### config.mk
export PLATFORM = sky130hd
export DESIGN_NAME = mem_access_unit_flat
export DESIGN_NICKNAME = d
export VERILOG_FILES = /design/src/rtl/mem_access_unit_if.sv /design/src/rtl/mem_access_unit.sv /design/src/flat_wrapper.sv
export SDC_FILE = /design/constraint.sdc
export NUM_CORES = 1
export LEC_CHECK = 0
export ABC_AREA = 1
export CAP_MARGIN = 20
export CORE_ASPECT_RATIO = 1.1
export CORE_MARGIN = 2
export CORE_UTILIZATION = 30
export DETAILED_ROUTE_END_ITERATION = 6
export SYNTH_ARGS = -nofsm -noshare
export SYNTH_HDL_FRONTEND = slang
export SYNTH_SLANG_ARGS = --single-unit
### constraint.sdc
create_clock -name clk -period 3.45 [get_ports clk]
set_input_delay 1.035 -clock clk [delete_from_list [all_inputs] [get_ports clk]]
set_output_delay 1.035 -clock clk [all_outputs]
set_load 0.05 [all_outputs]
### src/rtl/mem_access_unit_if.sv
// Bundle of the CPU request/response signals and the word-wide memory port
// of mem_access_unit. The unit itself connects through the slave modport;
// the CPU/memory environment connects through the master modport.
interface mem_access_unit_if #(
  parameter int ADDR_W = 32,
  parameter int DATA_W = 32
);
  // CPU request side
  logic              req;
  logic              we;
  logic [1:0]        size;
  logic              sign_ext;
  logic [ADDR_W-1:0] addr;
  logic [DATA_W-1:0] wdata;
  // CPU response side
  logic              busy;
  logic              done;
  logic              misaligned;
  logic [DATA_W-1:0] rdata;
  // memory side
  logic [ADDR_W-1:0] Mem_Address;
  logic [DATA_W-1:0] Mem_Write_data;
  logic              MemRead;
  logic              MemWrite;
  logic [DATA_W-1:0] Mem_data;

  modport slave (
    input  req, we, size, sign_ext, addr, wdata, Mem_data,
    output busy, done, misaligned, rdata,
    output Mem_Address, Mem_Write_data, MemRead, MemWrite
  );

  modport master (
    output req, we, size, sign_ext, addr, wdata, Mem_data,
    input  busy, done, misaligned, rdata,
    input  Mem_Address, Mem_Write_data, MemRead, MemWrite
  );
endinterface

### src/rtl/mem_access_unit.sv
// Sub-word load/store sequencer. Turns byte/halfword/word requests into
// word-aligned memory cycles; sub-word stores use read-modify-write and
// loads return the selected lane sign- or zero-extended.
module mem_access_unit #(
  parameter int ADDR_W = 32,
  parameter int DATA_W = 32
) (
  input  logic               clk,
  input  logic               reset,
  mem_access_unit_if.slave   bus
);

  localparam logic [2:0] IDLE   = 3'd0;
  localparam logic [2:0] RD     = 3'd1;
  localparam logic [2:0] RMW_RD = 3'd2;
  localparam logic [2:0] WR     = 3'd3;
  localparam logic [2:0] DONE   = 3'd4;

  localparam logic [1:0] SZ_BYTE = 2'b00;
  localparam logic [1:0] SZ_HALF = 2'b01;
  localparam logic [1:0] SZ_WORD = 2'b10;

  logic [2:0]        state_reg, state_next;
  logic [ADDR_W-1:0] addr_q;
  logic [DATA_W-1:0] wdata_q;
  logic [1:0]        size_q;
  logic              we_q;
  logic              sign_q;
  logic              mis_reg;
  logic [DATA_W-1:0] merge_reg;
  logic [DATA_W-1:0] rdata_reg;

  logic              illegal;
  logic [7:0]        byte_sel;
  logic [15:0]       half_sel;
  logic [DATA_W-1:0] load_val;
  logic [DATA_W-1:0] merged_word;
  logic [3:0]        lane_hit;

  // Request legality is judged on the live inputs at the accepting edge.
  assign illegal = (bus.size == 2'b11) ||
                   (bus.size == SZ_HALF && bus.addr[0]) ||
                   (bus.size == SZ_WORD && bus.addr[1:0] != 2'b00);

  // Lane extraction for loads: byte lane k at [8k+7:8k], halfword lane h at [16h+15:16h].
  always_comb begin
    byte_sel = bus.Mem_data[{addr_q[1:0], 3'b000} +: 8];
    half_sel = addr_q[1] ? bus.Mem_data[31:16] : bus.Mem_data[15:0];
    load_val = bus.Mem_data;
    case (size_q)
      SZ_BYTE: load_val = {{24{sign_q & byte_sel[7]}}, byte_sel};
      SZ_HALF: load_val = {{16{sign_q & half_sel[15]}}, half_sel};
      default: load_val = bus.Mem_data;
    endcase
  end

  // Per-lane merge for read-modify-write: a targeted lane takes store data,
  // the others keep the word just read from memory.
  genvar gi;
  generate
    for (gi = 0; gi < 4; gi++) begin : g_lane
      localparam logic [1:0] LANE = 2'(gi);
      assign lane_hit[gi] = (size_q == SZ_BYTE && addr_q[1:0] == LANE) ||
                            (size_q == SZ_HALF && addr_q[1] == LANE[1]);
      assign merged_word[8*gi +: 8] =
        !lane_hit[gi]       ? bus.Mem_data[8*gi +: 8] :
        (size_q == SZ_BYTE) ? wdata_q[7:0] :
                              wdata_q[8*(gi % 2) +: 8];
    end
  endgenerate

  // Next-state selection; req only matters in IDLE.
  always_comb begin
    state_next = state_reg;
    case (state_reg)
      IDLE: begin
        if (bus.req) begin
          if (illegal)                 state_next = DONE;
          else if (!bus.we)            state_next = RD;
          else if (bus.size == SZ_WORD) state_next = WR;
          else                         state_next = RMW_RD;
        end
      end
      RD:      state_next = DONE;
      RMW_RD:  state_next = WR;
      WR:      state_next = DONE;
      DONE:    state_next = IDLE;
      default: state_next = IDLE;
    endcase
  end

  // State register; asynchronous reset drops MemRead/MemWrite immediately.
  always_ff @(posedge clk or negedge reset) begin
    if (!reset) state_reg <= IDLE;
    else        state_reg <= state_next;
  end

  // Request latches, merged store word and load result.
  always_ff @(posedge clk or negedge reset) begin
    if (!reset) begin
      addr_q    <= '0;
      wdata_q   <= '0;
      size_q    <= '0;
      we_q      <= 1'b0;
      sign_q    <= 1'b0;
      mis_reg   <= 1'b0;
      merge_reg <= '0;
      rdata_reg <= '0;
    end else begin
      case (state_reg)
        IDLE: begin
          if (bus.req) begin
            addr_q  <= bus.addr;
            wdata_q <= bus.wdata;
            size_q  <= bus.size;
            we_q    <= bus.we;
            sign_q  <= bus.sign_ext;
            mis_reg <= illegal;
          end
        end
        RD:      rdata_reg <= load_val;
        RMW_RD:  merge_reg <= merged_word;
        default: ;
      endcase
    end
  end

  assign bus.busy           = (state_reg != IDLE);
  assign bus.done           = (state_reg == DONE);
  assign bus.misaligned     = (state_reg == DONE) && mis_reg;
  assign bus.rdata          = rdata_reg;
  assign bus.MemRead        = (state_reg == RD) || (state_reg == RMW_RD);
  assign bus.MemWrite       = (state_reg == WR);
  assign bus.Mem_Address    = {addr_q[ADDR_W-1:2], 2'b00};
  assign bus.Mem_Write_data = (we_q && size_q == SZ_WORD) ? wdata_q : merge_reg;

endmodule

### src/flat_wrapper.sv
// flat-port wrapper written by rule: the top's interface ports become plain ports
module mem_access_unit_flat 
#(
  parameter int ADDR_W = 32,
  parameter int DATA_W = 32
)
  (clk, reset, bus_req, bus_we, bus_size, bus_sign_ext, bus_addr, bus_wdata, bus_Mem_data, bus_busy, bus_done, bus_misaligned, bus_rdata, bus_Mem_Address, bus_Mem_Write_data, bus_MemRead, bus_MemWrite);
  mem_access_unit_if #(.ADDR_W(ADDR_W), .DATA_W(DATA_W)) bus_i ();
  input  logic clk;
  input  logic reset;
  input wire logic [$bits(bus_i.req)-1:0] bus_req;
  input wire logic [$bits(bus_i.we)-1:0] bus_we;
  input wire logic [$bits(bus_i.size)-1:0] bus_size;
  input wire logic [$bits(bus_i.sign_ext)-1:0] bus_sign_ext;
  input wire logic [$bits(bus_i.addr)-1:0] bus_addr;
  input wire logic [$bits(bus_i.wdata)-1:0] bus_wdata;
  input wire logic [$bits(bus_i.Mem_data)-1:0] bus_Mem_data;
  output wire logic [$bits(bus_i.busy)-1:0] bus_busy;
  output wire logic [$bits(bus_i.done)-1:0] bus_done;
  output wire logic [$bits(bus_i.misaligned)-1:0] bus_misaligned;
  output wire logic [$bits(bus_i.rdata)-1:0] bus_rdata;
  output wire logic [$bits(bus_i.Mem_Address)-1:0] bus_Mem_Address;
  output wire logic [$bits(bus_i.Mem_Write_data)-1:0] bus_Mem_Write_data;
  output wire logic [$bits(bus_i.MemRead)-1:0] bus_MemRead;
  output wire logic [$bits(bus_i.MemWrite)-1:0] bus_MemWrite;
  assign bus_i.req = bus_req;
  assign bus_i.we = bus_we;
  assign bus_i.size = bus_size;
  assign bus_i.sign_ext = bus_sign_ext;
  assign bus_i.addr = bus_addr;
  assign bus_i.wdata = bus_wdata;
  assign bus_i.Mem_data = bus_Mem_data;
  assign bus_busy = bus_i.busy;
  assign bus_done = bus_i.done;
  assign bus_misaligned = bus_i.misaligned;
  assign bus_rdata = bus_i.rdata;
  assign bus_Mem_Address = bus_i.Mem_Address;
  assign bus_Mem_Write_data = bus_i.Mem_Write_data;
  assign bus_MemRead = bus_i.MemRead;
  assign bus_MemWrite = bus_i.MemWrite;
  mem_access_unit #(.ADDR_W(ADDR_W), .DATA_W(DATA_W)) u_core (.clk(clk), .reset(reset), .bus(bus_i));
endmodule
==> qor.yml, run 1 <==
sta:
  skew_ns: 0.00699
  rsz0062_at_grt: "false"
  finalMaxSlewViolations: 0
  period_needed_ns: 3.18
  finalSetupViolations: 0
  fin_setup_tns_ns: 0
  slew_headroom_pct: 40.7
  fmax_mhz: 315
  fin_crit_sh_pct: 92.0
  hold_viol: 0
  worstMarginPinSlew_ns: 0.888
clock_network:
  h-tree-depth: 4
  cts_tree: "built"
  clk_path_buf_depth: 2
  cts_sinks: 136
  cts-resized-gates: 0
  post-cts-setup-buffers: 0
  clk_latency_ns: 0.43
  clkTransAtPathRegs_ns: 0.06
  cts_made_buffers: 17
  ctsHoldBuffers: 0
  cts-root-buf: "clkbuf_16"
route:
  drt-met1-wl_um: 10100
  via_per_inst: 4.63
  wl_met3_um: 2010
  wl_um: 22900
  topRoutingLayerUsed: "met5"
  wl_met2_um: 10300
  firstDrtPassIters: 4
  drt_iter0_markers: 425
  vias: 6616
  detail-route-antenna-nets: 0
  drc_errors: 0
  avgRoutedWirePerCell_um: 16.0
grt:
  grt_pass1_wl_um: 36500
  antenna_found_initial: 2
  grt_overflow: 0
  track_usage_pct: 18.2
  first_global_vias: 6389
  grt_max_degree: 54
synthesis:
  syn_area_sq_um: 7300
  synth_top_area_share_pct: 46.6
  synth_seq_cells: 136
  synthArstFlopShare_pct: 100
  yosysMostFrequentCell: "nand2_1"
  synth_area_leaders: "dfrtp_1 47%, nand2_1 20%, a21oi_1 4.7%"
  postSynthAreaPerCell_sq_um: 7.63
  synth_cell_types: 28
  synthFlopType: "dfrtp_1"
  netlist_instances: 957
  synth-edff-count: 0
  synth_common_cells: "381 x nand2_1, 136 x dfrtp_1, 69 x inv_1"
  yosysSeqAreaShare_pct: 46.6
  ys_warn_count: 0
  synth.largest_area_cell: "dfrtp_1"
final_layout:
  nNetsFinal: 1213
  area_growth_syn_to_layout_pct: 40.6
  seqCellArea_sq_um: 3400
  n_antenna_cell: 0
  drive_above_1_share_pct: 14.0
  nFillCells: 2398
  multi_input_area_sq_um: 3060
  fin_area_sq_um: 10300
critical_path:
  r2r_setup_slack_ns: 1.23
  worstSetupEndpoint: "bus_Mem_Write_data[25]"
  reg2reg_to: "u_core.merge_reg[14]"
  reg2reg_from: "u_core.state_reg[0]"
  reg2regPathDepth: 5
  required_ns: 2.41
  end_kind: "output port"
  start_kind: "flop"
  cp-startpoint: "u_core.size_q[0]"
  worstPathArrival_ns: 2.14
  crit_type: "reg2out"
  critPathMaxFanout: 35
placement:
  place_congestion: 0.892
  hpwl_um: 16800
  port_buffers: 201
  dpl-instance-area_sq_um: 9620
pwr:
  power_leakage_uw: 0.00492
  p_total_uw: 12600
  power_density_nw_per_um2: 1230
  vdd_drop_max_v: 0.000459
status:
  run_status: "finished, final reports clean"
floorplanning:
  num_rows: 59
  ios: 204
  die_y_um: 168
  die_w_um: 153
  dieArea_sq_um: 25600
  core_area_sq_um: 23800
  start_util_pct: 30.7
hold_path:
  hold_class: "reg2reg"
job:
  drv_cap: 0
==> per-layer routing <==
metal  global-route usage, %  vias up
li1                        -     3282
met4                    5.19        2
met2                    28.1      249
met3                    6.34       27
met1                    24.2     3056
met5                       0        -
==> worst max-delay path, stage by stage (launching register included) <==
cell and delay (ns):
dfrtp_1 0.43, inv_2 0.18, nand3_4 0.34, buf_4 0.32, a21oi_1 0.26, buf_12 0.18
==> worst min path at each step <==
stage | start | endpoint | slack [ns] | cells after the start
2_1_floorplan | u_core.wdata_q[16] | u_core.wdata_q[16] | 0.45 | 2
4_1_cts | u_core.addr_q[12] | u_core.addr_q[12] | 0.49 | 2
5_1_grt | u_core.wdata_q[16] | u_core.wdata_q[16] | 0.50 | 2
3_5_place_dp | u_core.addr_q[19] | u_core.addr_q[19] | 0.46 | 2
6_report | u_core.addr_q[12] | u_core.addr_q[12] | 0.48 | 2
3_3_place_gp | u_core.addr_q[3] | u_core.addr_q[3] | 0.46 | 2
==> where the power goes <==
part	switching [uW]	internal [uW]	total, uW
logic	4980	2780	7750
clock network	748	1260	2000
registers	454	2390	2850
total	6180	6420	12600
==> logic make-up after synthesis <==
| logic type | count (synthesis) | share of synthesized area (%) |
|---|---|---|
| AO/OA/AOI/OAI | 164 | 13.6 |
| flip-flops | 136 | 46.6 |
| buffers and inverters | 162 | 11.5 |
| other | 1 | 0.0513 |
| AND/OR/NAND/NOR | 494 | 28.2 |
==> cell usage in the layout, fill, tap and decap left out, drive strengths merged <==
master / n
nor2: 40
inv: 79
nand3: 39
nand2: 390
nor3: 1
nor4: 1
o21bai: 1
clkdlybuf4s50: 167
clkinv: 3
clkinvlp: 4
o21ai: 71
buf: 51
or2: 23
o211ai: 24
clkbuf: 19
a21oi: 68
conb: 2
bufinv: 4
dfrtp: 136
==> metrics by stage <==
stage / instances / worst slack (ns) / hold slack (ns) / util, %
floorplan: 958 / 0.438 / 0.450 / -
global placement: 1396 / 0.739 / 0.461 / 40.5
detailed placement: 1396 / 0.703 / 0.464 / 40.5
CTS: 1428 / 0.242 / 0.485 / 43.2
global route: 1428 / 0.133 / 0.496 / 43.2
finish: 1428 / 0.274 / 0.477 / 43.2
==> cell type report <==
cell class	instances	share of cell area (%)
Tap cell	305	3.72
Clock inverter	13	1.89
Timing Repair Buffer	218	24.2
Multi-Input combinational cell	660	29.8
Sequential cell	136	33.1
Inverter	77	2.81
Clock buffer	19	4.41
(Power assumes the default switching activity.)
==> run 2, diff against run 1 <==
--- a/constraint.sdc
+++ b/constraint.sdc
@@ -3,2 +3,2 @@
 set_output_delay 1.035 -clock clk [all_outputs]
-set_load 0.05 [all_outputs]
+set_load 0.02 [all_outputs]
==> run 2 against run 1 <==
Against the previous run: sequential share of layout area rose by 1.3 points; critical path depth did not move; non-clock buffer count is the same; final area is 3.9% lower; clock skew rose by 0.0022 ns; final cell count decreased by 0.14%; worst hold slack lost 0.0011 ns; highest routed layer is now met4; sequential power hardly changed.
==> qor.yml, run 2 (synthesized netlist as in run 1, its figures left out) <==
status:
  run_status: "finished, final reports clean"
hold_path:
  hold_class: "reg2reg"
  min_path_cells: 2
final_layout:
  final_cell_mix: "381 x nand2_1, 200 x clkdlybuf4s50_1, 136 x dfrtp_1"
  nNetsFinal: 1213
  multi_input_area_sq_um: 3060
  final_common_cell: "nand2_1"
  fin_area_sq_um: 9870
  seqCellArea_sq_um: 3400
  n_antenna_cell: 0
  drive_above_1_share_pct: 10.8
  area_growth_syn_to_layout_pct: 35.2
  nFillCells: 2481
placement:
  hpwl_um: 16900
  port_buffers: 201
  place_congestion: 0.879
  dpl-instance-area_sq_um: 9290
critical_path:
  reg2regPathDepth: 8
  worstPathArrival_ns: 2.22
  end_kind: "output port"
  required_ns: 2.41
  crit_path_cell_trace: "inv_2 > nand3_4 > buf_4 > a21oi_1 > clkdlybuf4s50_1"
  max_stage_delay_ns: 0.63
  crit_type: "reg2out"
  critPathMaxFanout: 19
  start_kind: "flop"
  cp_slowest_cell: "clkdlybuf4s50_1"
sta:
  fin_setup_tns_ns: 0
  fin_crit_sh_pct: 94.3
  slew_headroom_pct: 35.9
  fmax_mhz: 307
  worstMarginPinSlew_ns: 0.960
  rsz0062_at_grt: "false"
  finalMaxSlewViolations: 0
  finalSetupViolations: 0
  hold_viol: 0
  period_needed_ns: 3.25
  skew_ns: 0.00921
grt:
  grt_max_degree: 71
  met2_usage_pct: 28.6
  grt_overflow: 0
  first_global_vias: 6622
  grt_pass1_wl_um: 36700
  globalRouteMet1Util_pct: 25.0
  track_usage_pct: 18.4
  met3_usage_pct: 5.15
  grt-busiest-layer: "met2"
  antenna_found_initial: 0
pwr:
  power_density_nw_per_um2: 1040
  vdd_drop_max_v: 0.000488
  power_leakage_uw: 0.00472
clock_network:
  clk_latency_ns: 0.42
  clk_path_buf_depth: 2
  ctsHoldBuffers: 0
  h-tree-depth: 4
  cts-resized-gates: 0
  cts_made_buffers: 17
  cts-root-buf: "clkbuf_16"
  cts_sinks: 136
  cts_tree: "built"
  clkTransAtPathRegs_ns: 0.06
job:
  drv_cap: 0
route:
  drc_errors: 0
  avgRoutedWirePerCell_um: 16.3
  detail-route-antenna-nets: 0
  vias: 6715
  via_per_inst: 4.71
  firstDrtPassIters: 5
  wl_um: 23300
  drt_iter0_markers: 455
floorplanning:
  num_rows: 59
  start_util_pct: 30.7
  ios: 204
  dieArea_sq_um: 25600
  die_y_um: 168
  die_w_um: 153
  core_area_sq_um: 23800
[run 2: changes by cell type in the layout (fill, tap and decap cells not counted), sizes merged]
cell	delta
clkinv	+1
bufinv	-3
clkbuf	+3
inv	-2
clkdlybuf4s50	+33
buf	-33
clkinvlp	-1
[run 2: metal layers]
layer	vias up	wire [um]
li1	3269	-
met1	3144	10700
met2	267	10300
met3	35	1770
met4	0	506
met5	-	0
[run 2: layout make-up]
class | instances | area share [%]
clock buffers | 22 | 4.90
flip-flops and latches | 136 | 34.5
inverters | 77 | 2.93
well taps | 305 | 3.87
repair buffers | 218 | 22.1
multi-input cells | 660 | 31.0
clock inverters | 8 | 0.735
[run 2: metrics by stage]
step	hold slack, ns	cells	power, uW	setup slack (ns)	util [%]
floorplan	0.450	958	6590	0.991	-
global placement	0.461	1392	8460	0.555	39.1
detailed placement	0.465	1392	8530	0.505	39.1
CTS	0.481	1422	10300	0.0360	41.4
global route	0.505	1426	11000	0.0862	41.5
finish	0.476	1426	10200	0.195	41.5
[run 2: final timing paths]
| kind | startpoint | endpoint | slack (ns) |
|---|---|---|---|
| hold / removal | u_core.addr_q[2] | u_core.addr_q[2] | 0.48 |
| setup / recovery | u_core.size_q[0] | bus_Mem_Write_data[31] | 0.20 |
| hold reg to reg | u_core.addr_q[2] | u_core.addr_q[2] | 0.48 |
| min in group asynchronous | reset | u_core.bus.rdata[29] | 0.62 |
| max in group asynchronous | reset | u_core.state_reg[0] | 2.03 |
| setup reg to reg | u_core.size_q[1] | u_core.merge_reg[14] | 1.24 |
[run 2: critical path, delay by kind of cell, from the launching register on]
kind / cells / cell delay, ns
flip-flops: 1 / 0.42
AO/OA/AOI/OAI: 1 / 0.18
buffers and inverters: 3 / 1.04
AND/OR/NAND/NOR: 1 / 0.17
[run 2: where the power goes]
part	internal [uW]	switching, uW	leakage [uW]
Combinational	2270	3340	0.00280
Sequential	2390	488	0.00165
Clock	1050	685	0.000270
[run 2: what timing repair did]
item	in CTS	in global routing
setup buffers	0	4
endpoints found under the hold margin	0	0
setup endpoints to repair	0	16
==> run 3, diff against run 2 <==
- CORE_ASPECT_RATIO: 1.1 -> not set
- CORE_UTILIZATION: 30 -> 39
- PLACE_DENSITY: not set -> 0.67
==> run 3 against run 2 <==
Against the previous run: global-route usage grew 3.9 points; worst setup slack lost 0.077 ns; die area shrank 23%; first-iteration DRC count grew 7.7%; critical path depth is the same; via count shrank 0.42%; clock skew shrank 0.0025 ns; clock-buffer cell count shrank 3; combinational power shrank 0.7%; critical endpoint is now bus_Mem_Write_data[15]; largest cell class unchanged; highest routed layer unchanged.
==> qor.yml, run 3 (synthesized netlist as in run 1, its figures left out) <==
pwr:
  p_sw_share_pct: 43.7
  vdd_drop_max_v: 0.000616
  power_frac_clock_pct: 18.0
  power_leakage_uw: 0.00473
  power.switching_uw: 4510
  p_seq_share_pct: 28.0
  power_density_nw_per_um2: 1050
  combPwrFrac_pct: 54.0
  p_int_uw: 5800
sta:
  fmax_mhz: 300
  worstMarginPinSlew_ns: 0.872
  fin_setup_tns_ns: 0
  finalWorstSetupSlack_ns: 0.118
  slew_headroom_pct: 41.8
  period_needed_ns: 3.33
  finalSetupViolations: 0
  hold_viol: 0
  rsz0062_at_grt: "false"
  finalMaxSlewViolations: 0
  skew_ns: 0.00673
  fin_crit_sh_pct: 96.6
route:
  avgRoutedWirePerCell_um: 16.2
  via_per_inst: 4.94
  wl_um: 21900
  vias: 6687
  drt_iter0_markers: 490
  detail-route-antenna-nets: 0
  firstDrtPassIters: 5
  drc_errors: 0
clock_network:
  post-cts-setup-buffers: 0
  cts_made_buffers: 17
  clkTransAtPathRegs_ns: 0.06
  clk_latency_ns: 0.42
  cts_tree: "built"
  ctsHoldBuffers: 0
  h-tree-depth: 4
  clk_path_buf_depth: 2
  cts-resized-gates: 0
  cts_sinks: 136
  cts-root-buf: "clkbuf_16"
grt:
  grt_max_degree: 64
  first_global_vias: 6430
  grt_pass1_wl_um: 34300
  antenna_found_initial: 0
  grt_overflow: 0
  track_usage_pct: 22.3
final_layout:
  final_common_cell: "nand2_1"
  drive_above_1_share_pct: 10.8
  nNetsFinal: 1211
  final_cell_mix: "381 x nand2_1, 200 x clkdlybuf4s50_1, 136 x dfrtp_1"
  area_growth_syn_to_layout_pct: 34.3
  n_antenna_cell: 0
  nFillCells: 1779
  instances_no_fill: 1355
  fin_area_sq_um: 9810
critical_path:
  reg2reg_from: "u_core.state_reg[0]"
  start_kind: "flop"
  end_kind: "output port"
  worstPathArrival_ns: 2.30
  reg2reg_to: "u_core.merge_reg[2]"
  crit_type: "reg2out"
  r2r_setup_slack_ns: 1.28
  required_ns: 2.41
  reg2regPathDepth: 7
  critPathMaxFanout: 44
floorplanning:
  dieArea_sq_um: 19800
  ios: 204
  start_util_pct: 39.4
  die_w_um: 141
  die_y_um: 141
  core_area_sq_um: 18500
  num_rows: 50
hold_path:
  min_path_cells: 2
  hold_class: "reg2reg"
  worstHoldStart: "u_core.addr_q[29]"
  holdPathEnd: "u_core.addr_q[29]"
placement:
  port_buffers: 201
  post-place-cells: 1322
  hpwl_um: 16000
  dpl-instance-area_sq_um: 9210
  place_congestion: 0.905
  pre_cts_ws_ns: 0.554
job:
  drv_cap: 0
status:
  run_status: "finished, final reports clean"
## run 3: cell count changes in the layout (fill, tap and decap cells not counted), sizes merged
cell      before  now
nand3         39   40
bufinv         1    3
clkbuf        22   19
inv           77   78
buf           18   15
clkinv         4    7
clkinvlp       3    2
## run 3: per-layer routing
layer  part of all wire (%)  vias up  global-route usage (%)
met5                      0        -                       0
met4                    1.9        0                    6.47
met3                    8.1       33                    6.62
met2                     45      259                    34.4
met1                     45     3119                    30.6
li1                       -     3276                       -
## run 3: worst max-delay path by stage
stage | start | to | slack (ns) | cells after the start
floorplan | u_core.size_q[1] | bus_Mem_Write_data[11] | 0.99 | 5
CTS | u_core.size_q[0] | bus_Mem_Write_data[15] | 0.09 | 5
finish | u_core.size_q[0] | bus_Mem_Write_data[15] | 0.12 | 5
detailed placement | u_core.size_q[0] | bus_Mem_Write_data[15] | 0.55 | 5
global route | u_core.size_q[0] | bus_Mem_Write_data[8] | 0.04 | 5
global placement | u_core.size_q[0] | bus_Mem_Write_data[20] | 0.61 | 5
## run 3: per-stage QoR
step	total power, uW	util [%]	hold slack [ns]
finish	10300	53.0	0.474
global route	11100	53.0	0.497
CTS	10400	52.9	0.481
detailed placement	8460	49.7	0.464
global placement	8400	49.7	0.461
floorplan	6590	-	0.450
## run 3: area by class of cell
type | instances | area (sq um) | share of cell area [%]
tap | 234 | 293 | 2.98
clock buffer | 19 | 443 | 4.51
clock inverter | 13 | 153 | 1.56
timing repair buffer | 215 | 2160 | 22.0
sequential | 136 | 3400 | 34.7
multi-input combinational | 661 | 3070 | 31.3
inverter | 77 | 289 | 2.95
## run 3: critical path, cell delays in order (launching register included)
cell	delay, ns
dfrtp_1	0.42
inv_2	0.20
nand3_4	0.19
buf_12	0.21
a21oi_1	0.19
clkdlybuf4s50_1	0.64
## run 3: power groups by stage
stage | Clock [uW] | Sequential [uW] | Combinational [uW]
detailed placement | 0 | 2880 | 5580
global route | 1960 | 2980 | 6130
finish | 1850 | 2880 | 5570
CTS | 1880 | 2880 | 5600
floorplan | 0 | 2970 | 3620
global placement | 0 | 2890 | 5510
